<file path="src/rtl/mem_arbiter.sv">
// Two-port round-robin arbiter (fetch = port 0, data = port 1) onto a single
// request/ready memory channel, with a WAIT watchdog and read/miss statistics.
module mem_arbiter #(
  parameter int ADDR_W  = 32,
  parameter int DATA_W  = 32,
  parameter int TIMEOUT = 64,
  parameter int CNT_W   = 16
) (
  input  logic              clk,
  input  logic              rst_n,
  input  logic              req0,
  input  logic              wr0,
  input  logic [ADDR_W-1:0] addr0,
  input  logic [DATA_W-1:0] wdata0,
  input  logic              req1,
  input  logic              wr1,
  input  logic [ADDR_W-1:0] addr1,
  input  logic [DATA_W-1:0] wdata1,
  output logic              ack0,
  output logic              ack1,
  output logic [DATA_W-1:0] rdata,
  output logic              err,
  output logic              busy,
  output logic              mem_req,
  output logic              mem_wr,
  output logic [ADDR_W-1:0] mem_addr,
  output logic [DATA_W-1:0] mem_wdata,
  input  logic              mem_ready,
  input  logic [DATA_W-1:0] mem_rdata,
  input  logic              mem_miss,
  output logic [CNT_W-1:0]  rd_cnt,
  output logic [CNT_W-1:0]  miss_cnt
);

  localparam int WD_W = $clog2(TIMEOUT);
  localparam logic [WD_W-1:0]  WD_LAST = WD_W'(TIMEOUT - 1);
  localparam logic [CNT_W-1:0] CNT_MAX = {CNT_W{1'b1}};

  typedef enum logic [1:0] {IDLE, WAIT, RESP} state_t;

  state_t            state_q, state_d;
  logic              gnt_q, gnt_d;
  logic              last_gnt_q, last_gnt_d;
  logic [WD_W-1:0]   wdog_q, wdog_d;
  logic              pick;

  logic              ack0_d, ack1_d, err_d, busy_d;
  logic              mem_req_d, mem_wr_d;
  logic [ADDR_W-1:0] mem_addr_d;
  logic [DATA_W-1:0] mem_wdata_d, rdata_d;
  logic [CNT_W-1:0]  rd_cnt_d, miss_cnt_d;

  always_comb begin
    // NOTE: every signal gets a hold/default value first so no path leaves it
    // unassigned; that is what keeps this block free of inferred latches.
    state_d     = state_q;
    gnt_d       = gnt_q;
    last_gnt_d  = last_gnt_q;
    wdog_d      = wdog_q;
    pick        = 1'b0;
    ack0_d      = 1'b0;
    ack1_d      = 1'b0;
    err_d       = err;
    mem_req_d   = mem_req;
    mem_wr_d    = mem_wr;
    mem_addr_d  = mem_addr;
    mem_wdata_d = mem_wdata;
    rdata_d     = rdata;
    rd_cnt_d    = rd_cnt;
    miss_cnt_d  = miss_cnt;

    unique case (state_q)
      IDLE: begin
        if (req0 || req1) begin
          // On a tie the port that did not win last time goes first.
          pick        = (req0 && req1) ? ~last_gnt_q : req1;
          gnt_d       = pick;
          last_gnt_d  = pick;
          mem_wr_d    = pick ? wr1 : wr0;
          mem_addr_d  = pick ? addr1 : addr0;
          mem_wdata_d = pick ? wdata1 : wdata0;
          mem_req_d   = 1'b1;
          wdog_d      = '0;
          state_d     = WAIT;
        end
      end
      WAIT: begin
        if (mem_ready) begin
          mem_req_d = 1'b0;
          rdata_d   = mem_wr ? '0 : mem_rdata;
          err_d     = 1'b0;
          ack0_d    = ~gnt_q;
          ack1_d    = gnt_q;
          state_d   = RESP;
          if (!mem_wr) begin
            if (rd_cnt != CNT_MAX) rd_cnt_d = rd_cnt + CNT_W'(1);
            if (mem_miss && miss_cnt != CNT_MAX) miss_cnt_d = miss_cnt + CNT_W'(1);
          end
        end else if (wdog_q == WD_LAST) begin
          mem_req_d = 1'b0;
          rdata_d   = '0;
          err_d     = 1'b1;
          ack0_d    = ~gnt_q;
          ack1_d    = gnt_q;
          state_d   = RESP;
        end else begin
          wdog_d = wdog_q + WD_W'(1);
        end
      end
      RESP: begin
        err_d   = 1'b0;
        state_d = IDLE;
      end
      default: state_d = IDLE;
    endcase

    busy_d = (state_d != IDLE);
  end

  // NOTE: every register, outputs included, is cleared by the asynchronous
  // reset so a mid-transaction reset drops mem_req without waiting for clk.
  always_ff @(posedge clk or negedge rst_n) begin
    if (!rst_n) begin
      state_q    <= IDLE;
      gnt_q      <= 1'b0;
      last_gnt_q <= 1'b1;
      wdog_q     <= '0;
      ack0       <= 1'b0;
      ack1       <= 1'b0;
      err        <= 1'b0;
      busy       <= 1'b0;
      mem_req    <= 1'b0;
      mem_wr     <= 1'b0;
      mem_addr   <= '0;
      mem_wdata  <= '0;
      rdata      <= '0;
      rd_cnt     <= '0;
      miss_cnt   <= '0;
    end else begin
      // NOTE: non-blocking updates so every register sees pre-edge values.
      state_q    <= state_d;
      gnt_q      <= gnt_d;
      last_gnt_q <= last_gnt_d;
      wdog_q     <= wdog_d;
      ack0       <= ack0_d;
      ack1       <= ack1_d;
      err        <= err_d;
      busy       <= busy_d;
      mem_req    <= mem_req_d;
      mem_wr     <= mem_wr_d;
      mem_addr   <= mem_addr_d;
      mem_wdata  <= mem_wdata_d;
      rdata      <= rdata_d;
      rd_cnt     <= rd_cnt_d;
      miss_cnt   <= miss_cnt_d;
    end
  end

endmodule

</file>
<file path="config.mk">
export PLATFORM = sky130hd
export DESIGN_NAME = mem_arbiter
export DESIGN_NICKNAME = d
export VERILOG_FILES = /design/src/rtl/mem_arbiter.sv
export SDC_FILE = /design/constraint.sdc
export NUM_CORES = 1
export LEC_CHECK = 0
export CORE_ASPECT_RATIO = 0.6
export CORE_MARGIN = 2
export CORE_UTILIZATION = 43
export CTS_BUF_LIST = sky130_fd_sc_hd__clkbuf_4 sky130_fd_sc_hd__clkbuf_8
export DETAILED_ROUTE_END_ITERATION = 7
export PLACE_DENSITY = 0.83
export SYNTH_ARGS = -nofsm -noshare
export SYNTH_HDL_FRONTEND = slang
export SYNTH_SLANG_ARGS = --single-unit
</file>
<file path="constraint.sdc">
create_clock -name clk -period 2.5 [get_ports clk]
set_clock_uncertainty 0.05 [all_clocks]
set_input_delay 0.25 -clock clk [delete_from_list [all_inputs] [get_ports clk]]
set_output_delay 0.25 -clock clk [all_outputs]
set_load 0.005 [all_outputs]
</file>
==> results.ini <==
[global_route]
overflow=0
grt.total_usage=0.2222
grt_pass1_wl_mm=28.94
grt_pass1_vias=5654
grt_max_degree=63
antenna_found_initial=0

[clocking]
postCtsResizedCells=0
cts_tree=done
clkSlewWorstSetupHoldPaths_ns=0.09
htreeDepth=4
clkSinkCount=144
worst_skew_pair.late_latency_ns=0.43
cts_buffers=17
cts.root.buffer_cell=clkbuf_8
cts_buffer_depth=2
post_cts.repair.setup_buffers=0
cts_hold_buffers=1

[placement]
gp_congestion=0.8567
hpwl_mm=13.84
dp.cells=1116
numPortBuffers=301

[setup_path]
cp_max_fo=7
worstSetupEndpointType=flop
slowest_stage=or4_1
worstPathCellList=ha_1 > nand4_1 > or4_1 > o21ai_4 > mux2_4
crit_type=flop to flop
arrival_ns=2.31
max_stage_delay_ns=0.60
worstPathRequired_ns=2.76
start_kind=flop

[sta]
hold_viol_final=0
fin_crit_sh=0.8208
timing.final.crit_period_ns=2.052
finalSetupViolCount=0
relSlewSlack=0.6052
max_freq_mhz=487.3
slew_viol_final=0
max_slew.worst_pin.slew_ns=0.5921
tns_ns=0
rsz0062_at_grt=no
whs_ns=0.3013

[routing]
final_antenna_net_count=0
wire_per_inst_um=16.16
via_per_inst=5.134
first_pass_iters=4
wl_mm=18.57
vias=5899
first_iter_violations=506
drc_errors=0

[power_and_ir_drop]
ir_drop_v=0.0004691
power_density_nw_per_um2=959.2
p_leak_nw=4.488

[synth]
synth_ff_type=dfrtp_1
syn_avg_cell_area_um2=10.52
synth.top_cells.by_count=dfrtp_1, o21ai_0, nand2_1, mux2i_1, inv_1
netlist_area_um2=6648
synth_top_area_frac=0.5383
netlist_top_cells_area=dfrtp_1, mux2i_1, o21ai_0
yosysTopAreaCell=dfrtp_1
synthArstFlopShare=1.000
synth_nets=803
synth_cell_type_count=47
syn-instance-count=632
synth_edf_count=0
yosysWarnings=0
synth-seq-cells=144
synth_most_common_cell=dfrtp_1
yosysSeqAreaShare=0.5423

[final_layout]
n_antenna_cell=0
area_growth_pct=56.63
layout.cells.non_filler=1149
finalNetCount=1104
drive_above_1_share=0.06977
fin_util=0.6833

[die]
die_w_um=164.5
rows=35
die_y_um=100.3
core_area_um2=15240
ioPinCount=302
start_util=0.4362
fp.dieArea_um2=16500

[worst_hold_path]
hp-class=input port to asynchronous set/reset pin

[run_status]
status=finished clean

[job]
drv_cap=0

-- cells in the final DEF (no fill, tap or decap), types with 2 or more instances in the layout --
master / instances
o211ai_1: 7
inv_6: 6
a21oi_1: 3
bufinv_16: 2
xnor2_1: 11
nor2_1: 10
buf_12: 7
ha_1: 3
o21a_1: 3
nand4b_1: 33
clkinvlp_4: 2
and2_1: 2
a31oi_1: 9
clkdlybuf4s50_1: 300
clkinv_4: 2
clkbuf_8: 18
nand4_1: 11
nor4_1: 5
buf_4: 10
dfrtp_1: 143
o211a_1: 2
o21ai_0: 102
mux2_2: 6
mux2i_1: 65
o21ai_4: 2
nand3_1: 15
or4_1: 2
nand2_1: 76
inv_1: 36
xor2_1: 12
nor3_1: 6
nor2b_1: 3
and3_1: 9
and4_1: 2
-- worst max-delay path, delay by kind of cell, from the launching register on --
kind,cells,cell delay (ns)
AND/OR/NAND/NOR,2,0.72
flip-flops,1,0.42
multiplexers,1,0.31
adder cells (fa/ha/maj),1,0.22
AO/OA/AOI/OAI,1,0.22
-- kinds of logic after synthesis --
kind of cell    Yosys count  share of synthesized area
simple gates            186                     0.1583
flops                   144                     0.5423
compound gates          131                     0.1090
buf+inv                  73                    0.04423
mux                      72                     0.1103
xor+xnor                 23                    0.03030
fa+ha+maj                 3                   0.005647
-- worst paths after layout --
check,startpoint,to,slack [ns],cells past startpoint
min in group clk,mem_rdata[0],rdata[0],0.34,3
worst max register to register,miss_cnt[0],miss_cnt[1],0.45,5
max in group asynchronous,rst_n,last_gnt_q,1.38,3
worst max-delay path,miss_cnt[0],miss_cnt[1],0.45,5
worst min-delay path,rst_n,mem_addr[1],0.30,2
worst min register to register,gnt_q,ack0,0.41,1
-- sequential cells by signal, summed over array words and instances, names as in the netlist, 2 cells and up --
register / flops
wdog_q: 6
mem_addr: 32
mem_wdata: 32
state_q: 2
miss_cnt: 16
rd_cnt: 16
rdata: 32
-- power breakdown --
| group | total [mW] | switching (mW) | internal [mW] |
|---|---|---|---|
| clock | 1.89 | 0.940 | 0.946 |
| combinational | 4.25 | 1.77 | 2.48 |
| sequential | 3.85 | 0.603 | 3.25 |
| total | 9.99 | 3.31 | 6.68 |
-- routing by layer --
metal | track usage | up-vias | wire length, µm
met5 | 0 | - | 0
met2 | 0.3614 | 210 | 8807
met4 | 0.04548 | 0 | 142
li1 | - | 2838 | -
met1 | 0.2973 | 2835 | 7992
met3 | 0.06694 | 16 | 1626
-- final cells by class --
type / instances / area (µm²)
Tap cell: 203 / 254.0
Inverter: 36 / 135.1
Clock buffer: 19 / 255.2
Multi-Input combinational cell: 415 / 2774
Sequential cell: 144 / 3605
Clock inverter: 13 / 150.1
Timing Repair Buffer: 319 / 3239
Fill cell: 1190 / 4827
-- per-stage QoR --
stage	power, mW	worst slack (ns)	area [µm²]
final	9.988	0.4480	10410
after global placement	8.046	0.4980	9997
after global routing	10.69	0.3712	10410
after CTS	10.11	0.4516	10410
after floorplan	5.461	0.6568	6648
after detailed placement	8.185	0.4055	9997
Note: power is estimated with default switching activity, not from simulation.
